[config.mk]
export PLATFORM = sky130hd
export DESIGN_NAME = phase_accumulator
export DESIGN_NICKNAME = d
export VERILOG_FILES = /design/src/rtl/phase_acc_pkg.sv /design/src/rtl/pa_serializer.sv /design/src/rtl/phase_accumulator.sv
export SDC_FILE = /design/constraint.sdc
export NUM_CORES = 1
export LEC_CHECK = 0
export BUFFER_PORTS_ARGS = -buffer_cell sky130_fd_sc_hd__buf_2
export CORE_ASPECT_RATIO = 0.75
export CORE_MARGIN = 3
export CORE_UTILIZATION = 30
export DETAILED_ROUTE_END_ITERATION = 10
export SLEW_MARGIN = 10
export SYNTH_ARGS = -nofsm -noshare
export SYNTH_HDL_FRONTEND = slang
export SYNTH_SLANG_ARGS = --single-unit
[constraint.sdc]
create_clock -name clk -period 5.4 [get_ports clk]
set_input_delay 1.08 -clock clk [delete_from_list [all_inputs] [get_ports clk]]
set_output_delay 1.08 -clock clk [all_outputs]
set_load 0.01 [all_outputs]
[src/rtl/phase_acc_pkg.sv]
// Shared constants for the phase accumulator slice.
//   PHASE_W_DEF : accumulator / frequency control word width
//   ADDR_W_DEF  : phase MSBs emitted per output word
//   CHUNK_W_DEF : bits emitted per clock; ADDR_W must be a multiple of it
//   NCH_DEF     : chunks per word (ADDR_W / CHUNK_W)
package phase_acc_pkg;

  localparam int PHASE_W_DEF = 20;
  localparam int ADDR_W_DEF  = 12;
  localparam int CHUNK_W_DEF = 2;
  localparam int NCH_DEF     = ADDR_W_DEF / CHUNK_W_DEF;

  // Width of a counter over 0..n-1. A single-chunk word still gets one bit
  // so the counter port never collapses to zero width.
  function automatic int cnt_width(input int n);
    return (n > 1) ? $clog2(n) : 1;
  endfunction

endpackage

[src/rtl/pa_serializer.sv]
// Chunk serializer: latches an ADDR_W-bit word every NCH cycles and emits it
// CHUNK_W bits per clock, most significant chunk first.
//   clk, rstn : clock, asynchronous active-low reset
//   en        : 1 = run, 0 = clear all state and outputs
//   word_in   : word to latch on the frame-start edge (cnt == 0)
//   cnt       : frame counter, 0..NCH-1 (also the observable state)
//   vld       : aout/isout carry stream data
//   aout      : current chunk
//   isout     : high on the first chunk of each word
//
// Stream semantics: there is no back-pressure. Every cycle with vld=1 carries
// exactly one chunk; the consumer must accept it in that cycle. isout marks
// the first chunk of a word, and words follow back-to-back with no gaps.
module pa_serializer
  import phase_acc_pkg::*;
#(
  parameter int ADDR_W  = ADDR_W_DEF,
  parameter int CHUNK_W = CHUNK_W_DEF,
  localparam int NCH    = ADDR_W / CHUNK_W,
  localparam int CNT_W  = cnt_width(NCH)
) (
  input  logic               clk,
  input  logic               rstn,
  input  logic               en,
  input  logic [ADDR_W-1:0]  word_in,
  output logic [CNT_W-1:0]   cnt,
  output logic               vld,
  output logic [CHUNK_W-1:0] aout,
  output logic               isout
);

  logic [ADDR_W-1:0]  w_q;
  logic [CNT_W-1:0]   cnt_nxt;
  logic [CHUNK_W-1:0] chunk [NCH];

  // chunk[k] is slice k of the held word, counted from the MSB end.
  for (genvar gi = 0; gi < NCH; gi++) begin : g_chunk
    assign chunk[gi] = w_q[ADDR_W-1-gi*CHUNK_W -: CHUNK_W];
  end

  always_comb begin
    cnt_nxt = cnt + 1'b1;
    if (cnt == CNT_W'(NCH - 1)) begin
      cnt_nxt = '0;
    end
  end

  always_ff @(posedge clk or negedge rstn) begin
    if (!rstn) begin
      w_q   <= '0;
      cnt   <= '0;
      vld   <= 1'b0;
      aout  <= '0;
      isout <= 1'b0;
    end else if (!en) begin
      w_q   <= '0;
      cnt   <= '0;
      vld   <= 1'b0;
      aout  <= '0;
      isout <= 1'b0;
    end else if (cnt == '0) begin
      // The top chunk comes straight from word_in: w_q is only being
      // loaded on this edge, so it cannot supply it yet.
      w_q   <= word_in;
      aout  <= word_in[ADDR_W-1 -: CHUNK_W];
      isout <= 1'b1;
      vld   <= 1'b1;
      cnt   <= cnt_nxt;
    end else begin
      aout  <= chunk[cnt];
      isout <= 1'b0;
      vld   <= 1'b1;
      cnt   <= cnt_nxt;
    end
  end

endmodule

[src/rtl/phase_accumulator.sv]
// Phase accumulator with serialized phase-address output.
// The phase register advances by FCW once per word; the top ADDR_W bits of
// the phase in force at each word start are streamed out CHUNK_W bits/clock.
//   clk   : clock, all state on its rising edge
//   rstn  : asynchronous active-low reset
//   En    : 1 = run, 0 = clear phase and idle
//   FCW   : frequency control word (unsigned), sampled at word start only
//   Vld   : Aout/ISout carry valid stream data
//   Aout  : current address chunk, MSB chunk first
//   ISout : start-of-word flag
module phase_accumulator
  import phase_acc_pkg::*;
#(
  parameter int PHASE_W = PHASE_W_DEF,
  parameter int ADDR_W  = ADDR_W_DEF,
  parameter int CHUNK_W = CHUNK_W_DEF
) (
  input  logic               clk,
  input  logic               rstn,
  input  logic               En,
  input  logic [PHASE_W-1:0] FCW,
  output logic               Vld,
  output logic [CHUNK_W-1:0] Aout,
  output logic               ISout
);

  localparam int NCH   = ADDR_W / CHUNK_W;
  localparam int CNT_W = cnt_width(NCH);

  logic [PHASE_W-1:0] p_q;
  logic [CNT_W-1:0]   ser_cnt;
  logic               word_start;

  // The phase only moves on the edge where the serializer takes a new word,
  // so FCW changes mid-word land at the next word boundary.
  assign word_start = (ser_cnt == '0);

  // Modulo-2^PHASE_W wrap is the natural truncation of the adder.
  always_ff @(posedge clk or negedge rstn) begin
    if (!rstn) begin
      p_q <= '0;
    end else if (!En) begin
      p_q <= '0;
    end else if (word_start) begin
      p_q <= p_q + FCW;
    end
  end

  pa_serializer #(
    .ADDR_W  (ADDR_W),
    .CHUNK_W (CHUNK_W)
  ) u_ser (
    .clk     (clk),
    .rstn    (rstn),
    .en      (En),
    .word_in (p_q[PHASE_W-1 -: ADDR_W]),
    .cnt     (ser_cnt),
    .vld     (Vld),
    .aout    (Aout),
    .isout   (ISout)
  );

endmodule

==> results.cfg, run 1 <==
[run_status]
run_status = finished clean

[cts]
clock_sink_count = 37
clock_tree_from_tritoncts = done
root_buffer = sky130_fd_sc_hd__clkbuf_8
worstSkewPairLatency_ps = 290
clock_tree.htree_level_count = 2
number_of_cts_inserted_buffers = 5
clkTransAtPathRegs_ps = 80
hold_buffers = 0
clockBufferDepth = 2
cts_resized = 0
post_cts.repair.setup_buffers = 0

[worst_setup_path]
critical_path_arrival_ps = 3290
timing.critical_path.from_type = primary input
worst_ep_required_time_ps = 5600
critical-path-slowest-cell = sky130_fd_sc_hd__fa_1
critPathMaxStageDelay_ps = 420
crit_fanout = 4
timing.critical_path.to_type = flop
critPathKind = in2reg
series_of_cell_instances_along_the_critical_path = buf_2 > ha_1 > fa_1 > a21o_1 > a221oi_2 > o21ai_0 > nor3b_1 > o22ai_1 > xor2_1 > a211oi_1

[global_route]
global_route.overflow_total = 0
grt_first_pass_wirelength_mm = 10.8
vias_in_the_first_global_route = 2122
antenna_found_initial = 0
pin_count_of_the_biggest_net_entering_global_routing = 38
grtUsageTotal_pct = 14.3

[finish]
syn_to_final_growth_pct = 12.8
n_antenna_cell = 0
nNetsFinal = 344
finish.instance_area_um2 = 2800
final_layout_size_suffix_gt1_share_pct = 16.6
final_util_pct = 35.2

[drt]
routedWlPerCell_um = 15.7
vias_per_cell = 5.21
ant_nets = 0
vias = 2119
drt_pass1_iterations = 4
post_route_wl_mm = 6.39
dr.first_iter.drc_count = 259
drt_drc_violations_left = 0

[synthesis]
yosysTopAreaCellShare_pct = 37.3
seq_area_frac_synth_pct = 37.3
ys_ff_latch = 37
syn_avg_cell_area_um2 = 8.83
synth_commonest_cells = sky130_fd_sc_hd__nand2_1 (57), sky130_fd_sc_hd__dfrtp_1 (37), sky130_fd_sc_hd__a21oi_1 (31)
synth_top_flop_cell = sky130_fd_sc_hd__dfrtp_1
post-synth-top-count-cell = sky130_fd_sc_hd__nand2_1
synth_largest_area_cell = sky130_fd_sc_hd__dfrtp_1
synth.area.top_cells = sky130_fd_sc_hd__dfrtp_1 (37%), sky130_fd_sc_hd__ha_1 (9.6%), sky130_fd_sc_hd__nand2_1 (8.6%)
asyncSetResetFlopFracSynth_pct = 100
syn-instance-count = 281
number_of_unique_standard_cell_types_used_by_synthesis = 56
number_of_warnings_reported_in_the_yosys_synthesis_log = 0
syn_nets = 324
synth_edf_count = 0
synth.cell_area_um2 = 2480

[placed_design]
place_area_um2 = 2700
numPortBuffers = 26
preCtsSetupSlack_ps = 1990
place.gp.congestion = 0.945
post-dp-hpwl_mm = 4.60

[timing]
finalCriticalPeriod_ps = 3090
final_min_period_over_clock_period_pct = 57.2
slew_violations = 0
setup_repair_after_global_routing_missed_its_margin = false
finalSetupViolCount = 0
tightest_slew_ps = 820
fmax_ghz = 0.324
hold_violations = 0
final.setup.tns_ps = 0
timing.slew.headroom_pct = 45.3
final.setup_skew_ps = 12.5
fin_ws_ps = 2310

[power_and_ir_drop]
power.ir.vdd_worst_v = 0.000105
power_density_nw_per_um2 = 344
p_leak_nw = 1.30
p_total_mw = 0.963

[worst_hold_path]
worstHoldPathType = reg2reg

[die]
dieWidth_um = 111
number_of_primary_i_o_pins = 27
die_h_um = 84.7
core-area_um2 = 7950
floorplan.die_area_um2 = 9400
placement_rows = 28
initial_utilization_pct = 31.2

[run]
maxCapViolations = 0
-- registers in the layout (all words and copies together), names as in the netlist --
name	flops
u_ser.vld	1
u_ser.isout	1
u_ser.chunk	10
u_ser.cnt	3
u_ser.aout	2
p_q	20
-- per-stage QoR --
step | hold WS [ps] | instances
global placement | 513 | 399
CTS | 528 | 407
global route | 553 | 407
floorplan | 501 | 281
finish | 527 | 407
detailed placement | 516 | 399
-- final timing paths --
| kind | from | endpoint | slack (ps) | cells past startpoint |
|---|---|---|---|---|
| min reg2reg | u_ser.chunk[2] | u_ser.chunk[2] | 530 | 2 |
| max in group asynchronous | rstn | p_q[14] | 4000 | 1 |
| max reg2reg | p_q[0] | p_q[16] | 2800 | 9 |
| min in group asynchronous | rstn | p_q[1] | 870 | 1 |
| min | u_ser.chunk[2] | u_ser.chunk[2] | 530 | 2 |
| max | FCW[0] | p_q[16] | 2310 | 10 |
-- where the power goes --
group | total, mW | switching, mW | internal (mW)
logic | 0.390 | 0.224 | 0.167
clock network | 0.210 | 0.107 | 0.104
registers | 0.362 | 0.0415 | 0.321
total | 0.963 | 0.372 | 0.591
-- layout make-up --
| class | count | area [um2] |
|---|---|---|
| Clock buffer | 6 | 82.6 |
| Clock inverter | 2 | 13.8 |
| Fill cell | 814 | 5150 |
| Inverter | 4 | 15.0 |
| Multi-Input combinational cell | 224 | 1480 |
| Sequential cell | 37 | 926 |
| Tap cell | 105 | 131 |
| Timing Repair Buffer | 29 | 153 |
-- cell usage in the layout, fill, tap and decap left out, drive strengths merged, types with 2 or more instances in the layout --
master | Yosys | final
a211o | 2 | 2
a211oi | 2 | 2
a21boi | 2 | 2
a21o | 10 | 10
a21oi | 33 | 33
a221oi | 3 | 3
a311o | 2 | 2
a31oi | 3 | 3
and2 | 2 | 2
and3 | 3 | 3
buf | 4 | 29
clkbuf | 12 | 6
clkinv | 0 | 2
dfrtp | 37 | 37
ha | 19 | 19
inv | 4 | 4
mux2i | 3 | 3
nand2 | 57 | 57
nand3 | 7 | 7
nand4 | 4 | 4
nor2 | 11 | 11
nor3 | 4 | 4
nor3b | 3 | 3
o211ai | 3 | 3
o21a | 4 | 4
o21ai | 9 | 9
o21bai | 2 | 2
or3 | 2 | 2
xnor2 | 8 | 8
xor2 | 7 | 7
-- kinds of logic after synthesis --
family	count (synthesis)	share of synthesized area (%)
xor gates and xnor gates	15	5.30
adders and majority gates	20	10.4
buffers and inverters	20	3.33
DFF	37	37.3
and+or+nand+nor	100	18.6
muxes	3	1.21
AOI/OAI and AO/OA	86	23.8
-- critical path: cells and delay by family --
family | cells | cell delay, ps
buf+inv | 1 | 100
xor+xnor | 1 | 90
fa+ha+maj | 2 | 630
simple gates | 1 | 180
compound gates | 5 | 1200
-- layer usage --
metal  wire length, um  global-route usage (%)
met5                 0                       0
met4               108                    4.81
met3               345                    3.03
met2              2570                    20.3
met1              3360                    21.5
No activity file was read; power rests on OpenSTA's default activity.
==> run 2, diff against run 1 <==
- ABC_AREA: unset -> 1
- clock period: 5.4 -> 2.5 ns (I/O delays scaled with it)
==> run 2 against run 1 <==
  * Cell count is 23% higher
  * Sequential cell count stayed put
  * Global-route usage is 0.51 points higher
  * Die area is 6.4% higher
  * Clock power grew to 3.1 times the previous value
  * Synthesized area is 6.9% higher
  * Worst hold slack worse by 180 ps
  * Sequential share of layout area is 2.4 points lower
  * Register-to-register slack worse by 2200 ps
  * Combinational power is 92% higher
  * Setup slack worse by 1700 ps
  * Core utilization is 0.15 points higher
  * Largest power group is now sequential cells
  * Highest routed layer unchanged
==> results.cfg, run 2 <==
[power_and_ir_drop]
p_leak_nw = 1.63
power.ir.vdd_worst_v = 0.000292
power_density_nw_per_um2 = 715
p_total_mw = 2.16

[die]
core-area_um2 = 8530
placement_rows = 29
initial_utilization_pct = 31.1
number_of_primary_i_o_pins = 27
floorplan.die_area_um2 = 10000
dieWidth_um = 115
die_h_um = 87.4

[worst_setup_path]
rr_startpoint = p_q[0]
reg2reg_setup_slack_ps = 590
termination_of_the_worst_setup_path = p_q[12]
launching_element_of_the_worst_setup_path = p_q[0]
timing.critical_path.from_type = flop
reg2reg_depth = 10
reg_to_reg_end = p_q[12]
worst_ep_required_time_ps = 2670
crit_fanout = 4
timing.critical_path.to_type = flop
critPathKind = reg2reg
critical_path_arrival_ps = 2090

[synthesis]
synth_commonest_cells = sky130_fd_sc_hd__nand2_1 (122), sky130_fd_sc_hd__inv_1 (45), sky130_fd_sc_hd__dfrtp_1 (37)
syn_nets = 406
synth_fa_ha_area_share_pct = 9.73
ys_ff_latch = 37
syn-instance-count = 363
syn_avg_cell_area_um2 = 7.30
seq_area_frac_synth_pct = 34.9
synth_simple_gate_area_share_pct = 30.9
synth-xor-area-share_pct = 0.992
number_of_warnings_reported_in_the_yosys_synthesis_log = 0
synth.cell_area_um2 = 2650
yosys-mux-area-fraction_pct = 0
compound_cell_area_share_of_the_yosys_netlist_pct = 14.1
synth_edf_count = 0
post-synth-top-count-cell = sky130_fd_sc_hd__nand2_1
synth_top_flop_cell = sky130_fd_sc_hd__dfrtp_1
yosysTopAreaCellShare_pct = 34.9
synth_largest_area_cell = sky130_fd_sc_hd__dfrtp_1
combinational_family_with_the_most_area_after_synthesis = simple AND/OR/NAND/NOR gates
synth.area.top_cells = sky130_fd_sc_hd__dfrtp_1 (35%), sky130_fd_sc_hd__nand2_1 (17%), sky130_fd_sc_hd__ha_1 (9.0%)
number_of_unique_standard_cell_types_used_by_synthesis = 33
asyncSetResetFlopFracSynth_pct = 100

[drt]
drt_drc_violations_left = 0
vias_per_cell = 4.74
routedWlPerCell_um = 13.8
post_route_wl_mm = 6.90
vias = 2368
dr.first_iter.drc_count = 186
ant_nets = 0
drt_pass1_iterations = 4

[finish]
nNetsFinal = 435
finish.instance_area_um2 = 3010
most-common-layout-cells = sky130_fd_sc_hd__nand2_1 (122), sky130_fd_sc_hd__inv_1 (45), sky130_fd_sc_hd__dfrtp_1 (37)
n_antenna_cell = 0
largest-register = p_q
final_layout_size_suffix_gt1_share_pct = 12.2
syn_to_final_growth_pct = 13.7
finalNonFillerCells = 500
largest_register_ffs = 20
layout.cells.most_common = sky130_fd_sc_hd__nand2_1

[global_route]
antenna_found_initial = 0
grtUsageTotal_pct = 14.8
grt_first_pass_wirelength_mm = 11.6
vias_in_the_first_global_route = 2340
pin_count_of_the_biggest_net_entering_global_routing = 38
global_route.overflow_total = 0

[worst_hold_path]
worstHoldPathType = in2async

[placed_design]
place_area_um2 = 2870
place.gp.congestion = 0.888
post-dp-hpwl_mm = 5.34
dp_cells = 493
numPortBuffers = 26

[cts]
clock_tree_from_tritoncts = done
clockBufferDepth = 2
clock_tree.htree_level_count = 2
worstSkewPairLatency_ps = 280
cts_resized = 0
clock_sink_count = 37
root_buffer = sky130_fd_sc_hd__clkbuf_16
post_cts.repair.setup_buffers = 0
clkTransAtPathRegs_ps = 60
hold_buffers = 0
number_of_cts_inserted_buffers = 5

[timing]
timing.slew.headroom_pct = 40.9
setup_repair_after_global_routing_missed_its_margin = false
final.setup_skew_ps = 8.97
final.setup.tns_ps = 0
tightest_slew_ps = 886
hold_violations = 0
finalSetupViolCount = 0
final_min_period_over_clock_period_pct = 76.5
slew_violations = 0
finalCriticalPeriod_ps = 1910
fmax_ghz = 0.523

[run]
maxCapViolations = 0

[run_status]
run_status = finished clean
run 2: cell types whose count changed in the layout (fill, tap and decap cells not counted), sizes merged, moves of 4 or more:
| cell | delta |
|---|---|
| inv | +46 |
| nand3b | +4 |
| nand2 | +69 |
| o21a | -4 |
| a21o | -10 |
| xor2 | -6 |
| a22o | +8 |
| xnor2 | -6 |
| a21oi | -10 |
| nand3 | +17 |
| o21ai | +14 |
| nor2 | +15 |
run 2: logic make-up after synthesis:
logic type	after synthesis
compound gates	63
xor+xnor	3
fa+ha+maj	20
buf+inv	54
flops	37
simple gates	186
run 2: power by group:
group | leakage (nW) | internal (mW) | switching (mW)
logic | 1.07 | 0.267 | 0.483
registers | 0.493 | 0.683 | 0.0750
clock network | 0.0690 | 0.391 | 0.256
run 2: through the flow:
step                hold slack [ps]  setup slack [ps]  util (%)
floorplan                       204               668         -
global placement                465               416      33.6
detailed placement              480               359      33.6
CTS                             382               594      35.3
global route                    426               408      35.3
finish                          344               588      35.3
run 2: per-layer routing:
layer,share of wire [%],GRT usage [%],vias to the layer above
li1,-,-,1230
met1,55,22.3,1083
met2,39,21.3,48
met3,4.7,3.61,7
met4,0.80,3.02,0
met5,0,0,-
run 2: area by class of cell:
cell class,instances,area (um2)
Fill cell,892,5510
Multi-Input combinational cell,272,1480
Inverter,50,200
Sequential cell,37,926
Timing Repair Buffer,26,130
Clock inverter,1,7.51
Clock buffer,6,139
Tap cell,108,135
run 2: how the worst min path moves through the flow:
stage / startpoint / endpoint / cells past startpoint
after global placement: p_q[5] / p_q[5] / 2
after floorplan: rstn / p_q[0] / 0
after CTS: rstn / p_q[2] / 1
final: rstn / p_q[9] / 1
after detailed placement: p_q[6] / p_q[6] / 2
after global routing: rstn / p_q[2] / 1
run 2: worst max-delay path: stages (launching register included):
cell and delay (ps):
sky130_fd_sc_hd__dfrtp_1 380, sky130_fd_sc_hd__ha_1 220, sky130_fd_sc_hd__fa_1 450, sky130_fd_sc_hd__nand3_1 100, sky130_fd_sc_hd__nand3_1 130, sky130_fd_sc_hd__nand2_1 90
sky130_fd_sc_hd__nand2_1 110, sky130_fd_sc_hd__nand2_1 110, sky130_fd_sc_hd__nand3b_1 90, sky130_fd_sc_hd__nand3_1 90, sky130_fd_sc_hd__nand2_1 50
==> run 3, diff against run 2 <==
- clock period: 2.5 -> 1.95 ns (I/O delays scaled with it)
==> run 3 against run 2 <==
  * Final area grew 2.0%
  * Global-route usage grew 0.24 points
  * Power grew 30%
  * Via count grew 1.4%
  * Worst hold slack lost 190 ps
  * Die area is the same
  * Clock skew shrank 3.2 ps
  * Largest cell class unchanged
==> results.cfg, run 3 (same netlist as run 2, synthesis figures left out) <==
[drt]
drt_drc_violations_left = 0
dr.first_iter.drc_count = 210
post_route_wl_mm = 6.94
drt_pass1_iterations = 4
vias = 2402
routedWlPerCell_um = 13.8
vias_per_cell = 4.77
ant_nets = 0

[timing]
final.setup.tns_ps = 0
hold-worst-slack_ps = 153
tightest_slew_ps = 495
finalSetupViolCount = 0
slew_violations = 0
final.setup_skew_ps = 5.80
fin_ws_ps = 166
fmax_ghz = 0.561
timing.slew.headroom_pct = 67.0
finalCriticalPeriod_ps = 1780
hold_violations = 0
final_min_period_over_clock_period_pct = 91.5

[worst_setup_path]
timing.critical_path.from_type = flop
critPathMaxStageDelay_ps = 380
family_of_cells_with_the_greatest_summed_delay_on_the_critical_path = simple AND/OR/NAND/NOR gates
termination_of_the_worst_setup_path = p_q[17]
critical_path_depth_in_cells = 10
launching_element_of_the_worst_setup_path = p_q[7]
cp_num_buf_inv = 0
reg2reg_depth = 10
rr_startpoint = p_q[7]
worst_ep_required_time_ps = 2120
timing.critical_path.to_type = flop
crit_fanout = 5
reg2reg_setup_slack_ps = 170
cp_common_cell = sky130_fd_sc_hd__nand2_1
series_of_cell_instances_along_the_critical_path = ha_1 > nand2_2 > nor2_1 > nand2_1 > nand3_1 > nand2_1 > nand2_1 > nand2_1 > nand3_1 > nand2_1
critical_path_arrival_ps = 1960
critPathKind = reg2reg
reg_to_reg_end = p_q[17]
critical-path-slowest-cell = sky130_fd_sc_hd__dfrtp_1

[die]
dieWidth_um = 115
initial_utilization_pct = 31.1
number_of_primary_i_o_pins = 27
core-area_um2 = 8530
die_h_um = 87.4
placement_rows = 29
floorplan.die_area_um2 = 10000

[run]
maxCapViolations = 0

[finish]
seq_area_um2 = 926
finish.instance_area_um2 = 3070
most-common-layout-cells = sky130_fd_sc_hd__nand2_1 (121), sky130_fd_sc_hd__inv_1 (45), sky130_fd_sc_hd__dfrtp_1 (37)
finalNonFillerCells = 504
largest-register = p_q
final_layout_size_suffix_gt1_share_pct = 14.9
nNetsFinal = 439
multi_input_area_um2 = 1510
final_util_pct = 36.1
layout.filler_cells = 912
largest_register_ffs = 20
syn_to_final_growth_pct = 16.0
layout.cells.most_common = sky130_fd_sc_hd__nand2_1
n_antenna_cell = 0

[cts]
clockBufferDepth = 2
clock_tree.htree_level_count = 2
clkTransAtPathRegs_ps = 60
hold_buffers = 0
post_cts.repair.setup_buffers = 0
number_of_cts_inserted_buffers = 5
clock_sink_count = 37
cts_resized = 0
root_buffer = sky130_fd_sc_hd__clkbuf_16
clock_tree_from_tritoncts = done
worstSkewPairLatency_ps = 280

[power_and_ir_drop]
p_total_mw = 2.80
power_density_nw_per_um2 = 911
power.ir.vdd_worst_v = 0.000619
p_leak_nw = 1.65

[global_route]
grtUsageTotal_pct = 15.1
vias_in_the_first_global_route = 2337
grt_first_pass_wirelength_mm = 11.8
pin_count_of_the_biggest_net_entering_global_routing = 38
antenna_found_initial = 0
global_route.overflow_total = 0

[placed_design]
place.gp.congestion = 0.885
post-dp-hpwl_mm = 5.35
dp_cells = 497
numPortBuffers = 26
preCtsSetupSlack_ps = -26.0
place_area_um2 = 2900

[run_status]
run_status = finished clean

[worst_hold_path]
worstHoldPathType = in2async
[run 3: layout make-up]
type	instances	area share, %
Multi-Input combinational cell	272	49.0
Clock buffer	6	4.52
Clock inverter	1	0.244
Timing Repair Buffer	30	5.21
Tap cell	108	4.40
Sequential cell	37	30.1
Inverter	50	6.51
[run 3: worst min path at each step]
stage          startpoint   endpoint  slack [ps]  cells after the start
2_1_floorplan        rstn     p_q[0]          90                      0
3_3_place_gp       p_q[7]     p_q[7]         470                      2
3_5_place_dp       p_q[5]     p_q[5]         470                      2
4_1_cts              rstn     p_q[2]         180                      2
5_1_grt              rstn  u_ser.vld         210                      2
6_report             rstn     p_q[0]         150                      2
[run 3: worst reg2reg max path: cells and delay by family (launching register included)]
family	cells	cell delay [ps]
adder cells (fa/ha/maj)	1	370
flip-flops	1	380
AND/OR/NAND/NOR	9	920
[run 3: where the power goes]
part           total (mW)  switching [mW]  internal, mW  leakage (nW)
Clock               0.826           0.324         0.502        0.0690
Sequential          0.973          0.0976         0.876         0.493
Combinational        1.00           0.633         0.368          1.08
[run 3: routing by layer]
| metal | up-vias | routed length, um | GRT usage (%) |
|---|---|---|---|
| met5 | - | 0 | 0 |
| met1 | 1106 | 3750 | 23.1 |
| met4 | 0 | 44 | 2.59 |
| met2 | 48 | 2770 | 21.4 |
| li1 | 1244 | - | - |
| met3 | 4 | 373 | 3.68 |
